### src/rtl/servant_uart_tx.sv
// servant_uart_tx: Wishbone-attached transmit-only UART.
// A small byte FIFO feeds a START/DATA/STOP shifter whose bit time is
// set by a runtime-programmable baud divisor (clocks per bit).
module servant_uart_tx #(
    parameter int unsigned DEPTH    = 4,
    parameter logic [15:0] DIV_INIT = 16'd868
) (
    input  logic        i_clk,
    input  logic        i_rst_n,
    input  logic        i_wb_adr,
    input  logic [31:0] i_wb_dat,
    input  logic        i_wb_we,
    input  logic        i_wb_cyc,
    output logic [31:0] o_wb_rdt,
    output logic        o_wb_ack,
    output logic        o_tx,
    output logic        o_irq
);

    localparam int unsigned AW      = $clog2(DEPTH);
    localparam logic [AW:0] PTR_ONE = (AW+1)'(1);

    typedef enum logic [1:0] {
        IDLE,
        START,
        DATA,
        STOP
    } state_t;

    state_t      state;
    state_t      state_nxt;

    // FIFO storage and circular pointers (one extra wrap bit)
    logic [7:0]  fifo_mem [DEPTH];
    logic [AW:0] wr_ptr;
    logic [AW:0] rd_ptr;
    logic        fifo_full;
    logic        fifo_empty;
    logic        push;
    logic        pop;

    // Shifter datapath
    logic [15:0] divisor;
    logic [15:0] div_m1;
    logic [15:0] baud_cnt;
    logic [2:0]  bit_idx;
    logic [7:0]  shift_reg;
    logic        bit_done;
    logic        busy;

    // Bus decode
    logic        ovf;
    logic        bus_acc;
    logic        wr_data;
    logic        wr_div;
    logic        rd_status;
    logic [31:0] status_word;
    logic        unused_dat_hi;

    assign unused_dat_hi = ^i_wb_dat[31:16];

    // A bus access happens only on the cycle that raises ack, so a held
    // cyc produces one access every other cycle.
    assign bus_acc   = i_wb_cyc & ~o_wb_ack;
    assign wr_data   = bus_acc &  i_wb_we & ~i_wb_adr;
    assign wr_div    = bus_acc &  i_wb_we &  i_wb_adr;
    assign rd_status = bus_acc & ~i_wb_we & ~i_wb_adr;

    assign fifo_empty = (wr_ptr == rd_ptr);
    assign fifo_full  = (wr_ptr[AW] != rd_ptr[AW]) &&
                        (wr_ptr[AW-1:0] == rd_ptr[AW-1:0]);

    // Full/empty are taken before this cycle's pop/push, so a push into a
    // full FIFO is dropped even if the shifter pops in the same cycle.
    assign push = wr_data & ~fifo_full;
    assign pop  = (state == IDLE) & ~fifo_empty;

    assign div_m1   = divisor - 16'd1;
    assign bit_done = (baud_cnt == '0);

    assign status_word = {28'b0, ovf, busy, fifo_empty, fifo_full};

    // FIFO storage write (no reset needed; contents qualified by pointers)
    always_ff @(posedge i_clk) begin
        if (push) begin
            fifo_mem[wr_ptr[AW-1:0]] <= i_wb_dat[7:0];
        end
    end

    // FIFO pointer update
    always_ff @(posedge i_clk or negedge i_rst_n) begin
        if (!i_rst_n) begin
            wr_ptr <= '0;
            rd_ptr <= '0;
        end else begin
            if (push) begin
                wr_ptr <= wr_ptr + PTR_ONE;
            end
            if (pop) begin
                rd_ptr <= rd_ptr + PTR_ONE;
            end
        end
    end

    // Bus handshake, register reads, divisor and overflow flag
    always_ff @(posedge i_clk or negedge i_rst_n) begin
        if (!i_rst_n) begin
            o_wb_ack <= 1'b0;
            o_wb_rdt <= '0;
            divisor  <= DIV_INIT;
            ovf      <= 1'b0;
        end else begin
            o_wb_ack <= bus_acc;
            o_wb_rdt <= '0;
            if (bus_acc && !i_wb_we) begin
                o_wb_rdt <= i_wb_adr ? {16'b0, divisor} : status_word;
            end
            if (wr_div) begin
                divisor <= (i_wb_dat[15:0] == '0) ? 16'd1 : i_wb_dat[15:0];
            end
            if (wr_data && fifo_full) begin
                ovf <= 1'b1;
            end else if (rd_status) begin
                ovf <= 1'b0;
            end
        end
    end

    // Shifter state register
    always_ff @(posedge i_clk or negedge i_rst_n) begin
        if (!i_rst_n) begin
            state <= IDLE;
        end else begin
            state <= state_nxt;
        end
    end

    // Shifter next-state logic
    always_comb begin
        state_nxt = state;
        case (state)
            IDLE:    if (!fifo_empty)                   state_nxt = START;
            START:   if (bit_done)                      state_nxt = DATA;
            DATA:    if (bit_done && bit_idx == 3'd7)   state_nxt = STOP;
            STOP:    if (bit_done)                      state_nxt = IDLE;
            default:                                    state_nxt = IDLE;
        endcase
    end

    // Shifter outputs: line level and busy flag
    always_comb begin
        o_tx = 1'b1;
        busy = 1'b1;
        case (state)
            IDLE:    busy = 1'b0;
            START:   o_tx = 1'b0;
            DATA:    o_tx = shift_reg[bit_idx];
            STOP:    o_tx = 1'b1;
            default: busy = 1'b0;
        endcase
    end

    assign o_irq = fifo_empty & ~busy;

    // Baud counter, bit index and shift register. The counter is reloaded
    // from the divisor only at a bit boundary, so a divisor write lands on
    // the next bit and never stretches or shortens the current one.
    always_ff @(posedge i_clk or negedge i_rst_n) begin
        if (!i_rst_n) begin
            baud_cnt  <= '0;
            bit_idx   <= '0;
            shift_reg <= '0;
        end else begin
            case (state)
                IDLE: begin
                    if (pop) begin
                        shift_reg <= fifo_mem[rd_ptr[AW-1:0]];
                        baud_cnt  <= div_m1;
                        bit_idx   <= '0;
                    end
                end
                START: begin
                    if (bit_done) begin
                        baud_cnt <= div_m1;
                        bit_idx  <= '0;
                    end else begin
                        baud_cnt <= baud_cnt - 16'd1;
                    end
                end
                DATA: begin
                    if (bit_done) begin
                        baud_cnt <= div_m1;
                        bit_idx  <= bit_idx + 3'd1;
                    end else begin
                        baud_cnt <= baud_cnt - 16'd1;
                    end
                end
                STOP: begin
                    if (!bit_done) begin
                        baud_cnt <= baud_cnt - 16'd1;
                    end
                end
                default: begin
                    baud_cnt <= '0;
                end
            endcase
        end
    end

endmodule
### config.mk
export PLATFORM = sky130hd
export DESIGN_NAME = servant_uart_tx
export DESIGN_NICKNAME = d
export VERILOG_FILES = /design/src/rtl/servant_uart_tx.sv
export SDC_FILE = /design/constraint.sdc
export NUM_CORES = 1
export LEC_CHECK = 0
export CAP_MARGIN = 30
export CORE_UTILIZATION = 40
export DETAILED_ROUTE_END_ITERATION = 6
export GPL_TIMING_DRIVEN = 0
export PLACE_DENSITY = 0.7
export SYNTH_ARGS = -nofsm -noshare
export SYNTH_HDL_FRONTEND = slang
export SYNTH_SLANG_ARGS = --single-unit
### constraint.sdc
create_clock -name i_clk -period 3.2 [get_ports i_clk]
set_input_delay 0.64 -clock i_clk [delete_from_list [all_inputs] [get_ports i_clk]]
set_output_delay 0.64 -clock i_clk [all_outputs]
set_load 0.02 [all_outputs]
==> flow_summary.yaml <==
clock_tree:
  cts_tree: "done"
  post-cts-setup-buffer-count: 0
  cts_buffers: 9
  clkSinkCount: 101
  cts_resized: 0
  cts_root_buf: "clkbuf_16"
  clk_pin_slew_ns: 0.07
  cts-htree-levels: 3
  holdBufCountCts: 0
  clk_latency_ns: 0.35
  clk_path_buf_depth: 2
min_path:
  hold_path_class: "input port to async pin"
place:
  globalplace.congestion: 0.866
  place_inst: 615
  numPortBuffers: 39
  dp.final_hpwl_um: 7710
floorplan:
  fp.dieW_um: 114
  start_util_pct: 41.5
  ios: 72
  die_h_um: 114
  core_region_area_um2: 12100
  rows: 40
  dieArea_um2: 13000
critical_path:
  crit_required_ns: 2.56
  crit_arrival_ns: 2.26
  worstSetupStartpointType: "flip-flop"
  critical_path.max_stage_delay_ns: 0.62
  path_class: "flip-flop to output port"
  path_cells: "buf_6, xnor2_1, and4_1, buf_6, clkdlybuf4s50_1"
  path_common_cell: "buf_6"
  endpoint_kind: "output port"
  crit_path_max_fanout: 10
  cpMaxStageDelayCell: "clkdlybuf4s50_1"
timing:
  timing.hold.ws_ns: 0.390
  grt_setup_unrepaired: "no"
  worstMarginPinSlew_ns: 0.885
  setup_violations: 0
  period_share_pct: 90.8
  finalClockSkew_ns: 0.00756
  hold_viol: 0
  post-route-min-period_ns: 2.90
  finalMaxSlewViolations: 0
  max_clock_freq_mhz: 344
  slew_headroom_pct: 41.0
logic_synthesis:
  ys.flop_type: "dfrtp_1"
  async_flop_share_pct: 68.3
  netlist-cell-type-count: 63
  synth_edf_count: 32
  avgSynthCellArea_um2: 12.8
  synth_area_leader_cell: "dfrtp_1"
  syn_inst: 393
  netlist_area_um2: 5020
  synth_area_leaders: "dfrtp_1, edfxtp_1, mux2_2, mux4_2, ha_1"
  yosys_warnings: 0
  ys_seq_elements: 101
  synth-seq-area-share_pct: 53.6
  post-synth-top-area-fraction_pct: 31.9
pwr:
  irDropWorstVdd_v: 0.000419
  p_total_mw: 5.04
  p_int_mw: 3.12
  swShare_pct: 38.2
  p_sw_mw: 1.93
  power_frac_seq_pct: 37.8
  powerDensity_nw_per_um2: 844
  power_leakage_nw: 2.42
  power_frac_comb_pct: 40.7
  p_clk_share_pct: 21.5
route:
  wl_per_cell_um: 17.3
  drcViolationCount: 0
  routed_wl_um: 10900
  drtPass1Iterations: 4
  drt_iter0_markers: 228
  routed_via_density: 5.28
  num_vias: 3331
  drtAntennaViolNets: 0
cells_and_area:
  final_cell_count_no_fill: 631
  insertedDiodeCount: 0
  syn2layout_area_growth_pct: 19.0
  final_layout_size_suffix_gt1_share_pct: 19.9
  largest_register_ffs: 32
  final_nets: 510
global_routing:
  grt_use_total_pct: 17.7
  grt-ovfl-total: 0
  grt_pass1_vias: 3279
  grt_max_degree: 70
  antenna_found_initial: 0
  grt_pass1_wl_um: 17500
flow_run:
  maxCapViolations: 0
outcome:
  status: "finished, final reports clean"
placed cells by master (no fill, tap or decap), types with 15 or more instances in the layout:
| master | n |
|---|---|
| xnor2_1 | 16 |
| mux2_2 | 25 |
| nor3_1 | 15 |
| dfrtp_1 | 64 |
| edfxtp_1 | 32 |
| ha_1 | 15 |
| conb_1 | 16 |
| nor2_1 | 16 |
| nand2_1 | 17 |
| buf_4 | 18 |
| clkdlybuf4s50_1 | 38 |
through the flow:
step                      setup TNS, ns  area [um^2]  utilization [%]  setup slack [ns]
after global placement           -55.82         5680             46.9            -0.873
after global routing                  0         5980             49.3             0.168
after detailed placement              0         5680             46.9             0.528
after floorplan                       0         5080                -              1.22
after CTS                             0         5980             49.3             0.271
final                                 0         5980             49.3             0.296
critical path: cells and delay by family, from the launching register on:
family / cells / cell delay (ns)
flops: 1 / 0.40
xor+xnor: 1 / 0.28
buf+inv: 3 / 0.96
simple gates: 1 / 0.28
final cells by class:
cell class	count	area (um^2)
multi-input combinational	266	2140
clock buffer	9	225
inverter	13	48.8
buffer	28	199
clock inverter	7	73.8
tap	168	210
sequential	101	2690
timing repair buffer	39	388
fill	1098	6140
path summary, 6_finish.rpt:
kind	startpoint	to	slack (ns)	depth (start not counted)
max	rd_ptr[0]	o_irq	0.30	5
min	i_rst_n	shift_reg[1]	0.39	1
max reg2reg	baud_cnt[0]	baud_cnt[7]	0.88	7
min reg2reg	wr_ptr[2]	wr_ptr[2]	0.50	1
max in group asynchronous	i_rst_n	baud_cnt[2]	2.21	1
min in group i_clk	wr_ptr[2]	wr_ptr[2]	0.50	1
metal layers:
| metal | vias up | GRT usage, % | share of wire [%] |
|---|---|---|---|
| met5 | - | 0 | 0 |
| met4 | 0 | 7.53 | 2.0 |
| met3 | 15 | 2.33 | 3.4 |
| met2 | 85 | 27.7 | 48 |
| met1 | 1653 | 25.1 | 47 |
| li1 | 1578 | - | - |
synthesized netlist by cell type (5+ instances only):
master	count
ha_1	15
nor4_1	7
buf_4	17
xor2_1	6
dfstp_2	5
o221ai_1	7
nor3_1	15
mux2_2	25
o21ai_0	8
xnor2_1	16
inv_1	13
clkbuf_1	7
dfrtp_1	64
edfxtp_1	32
and2_1	6
a22o_1	5
nand2_1	17
and3_1	13
nor2_1	16
mux4_2	10
nand3_1	12
power by group through the flow:
stage               combinational (mW)  sequential [mW]  clock, mW
finish                            2.05             1.91       1.08
global route                      2.28             1.95       1.15
CTS                               2.06             1.90       1.10
detailed placement                2.04             1.92          0
global placement                  2.00             1.91          0
floorplan                         1.56             1.86          0
cells by family (layout without fill, tap and decap cells):
family / Yosys count / count (layout) / synth area share, %
simple gates: 114 / 114 / 13.4
flops: 101 / 101 / 53.6
compound gates: 60 / 60 / 9.52
buf+inv: 41 / 96 / 4.93
mux: 39 / 39 / 10.9
xor+xnor: 22 / 22 / 3.84
fa+ha+maj: 15 / 15 / 3.74
other cells: 1 / 16 / 0.0747
No activity file was read; power rests on OpenSTA's default activity.
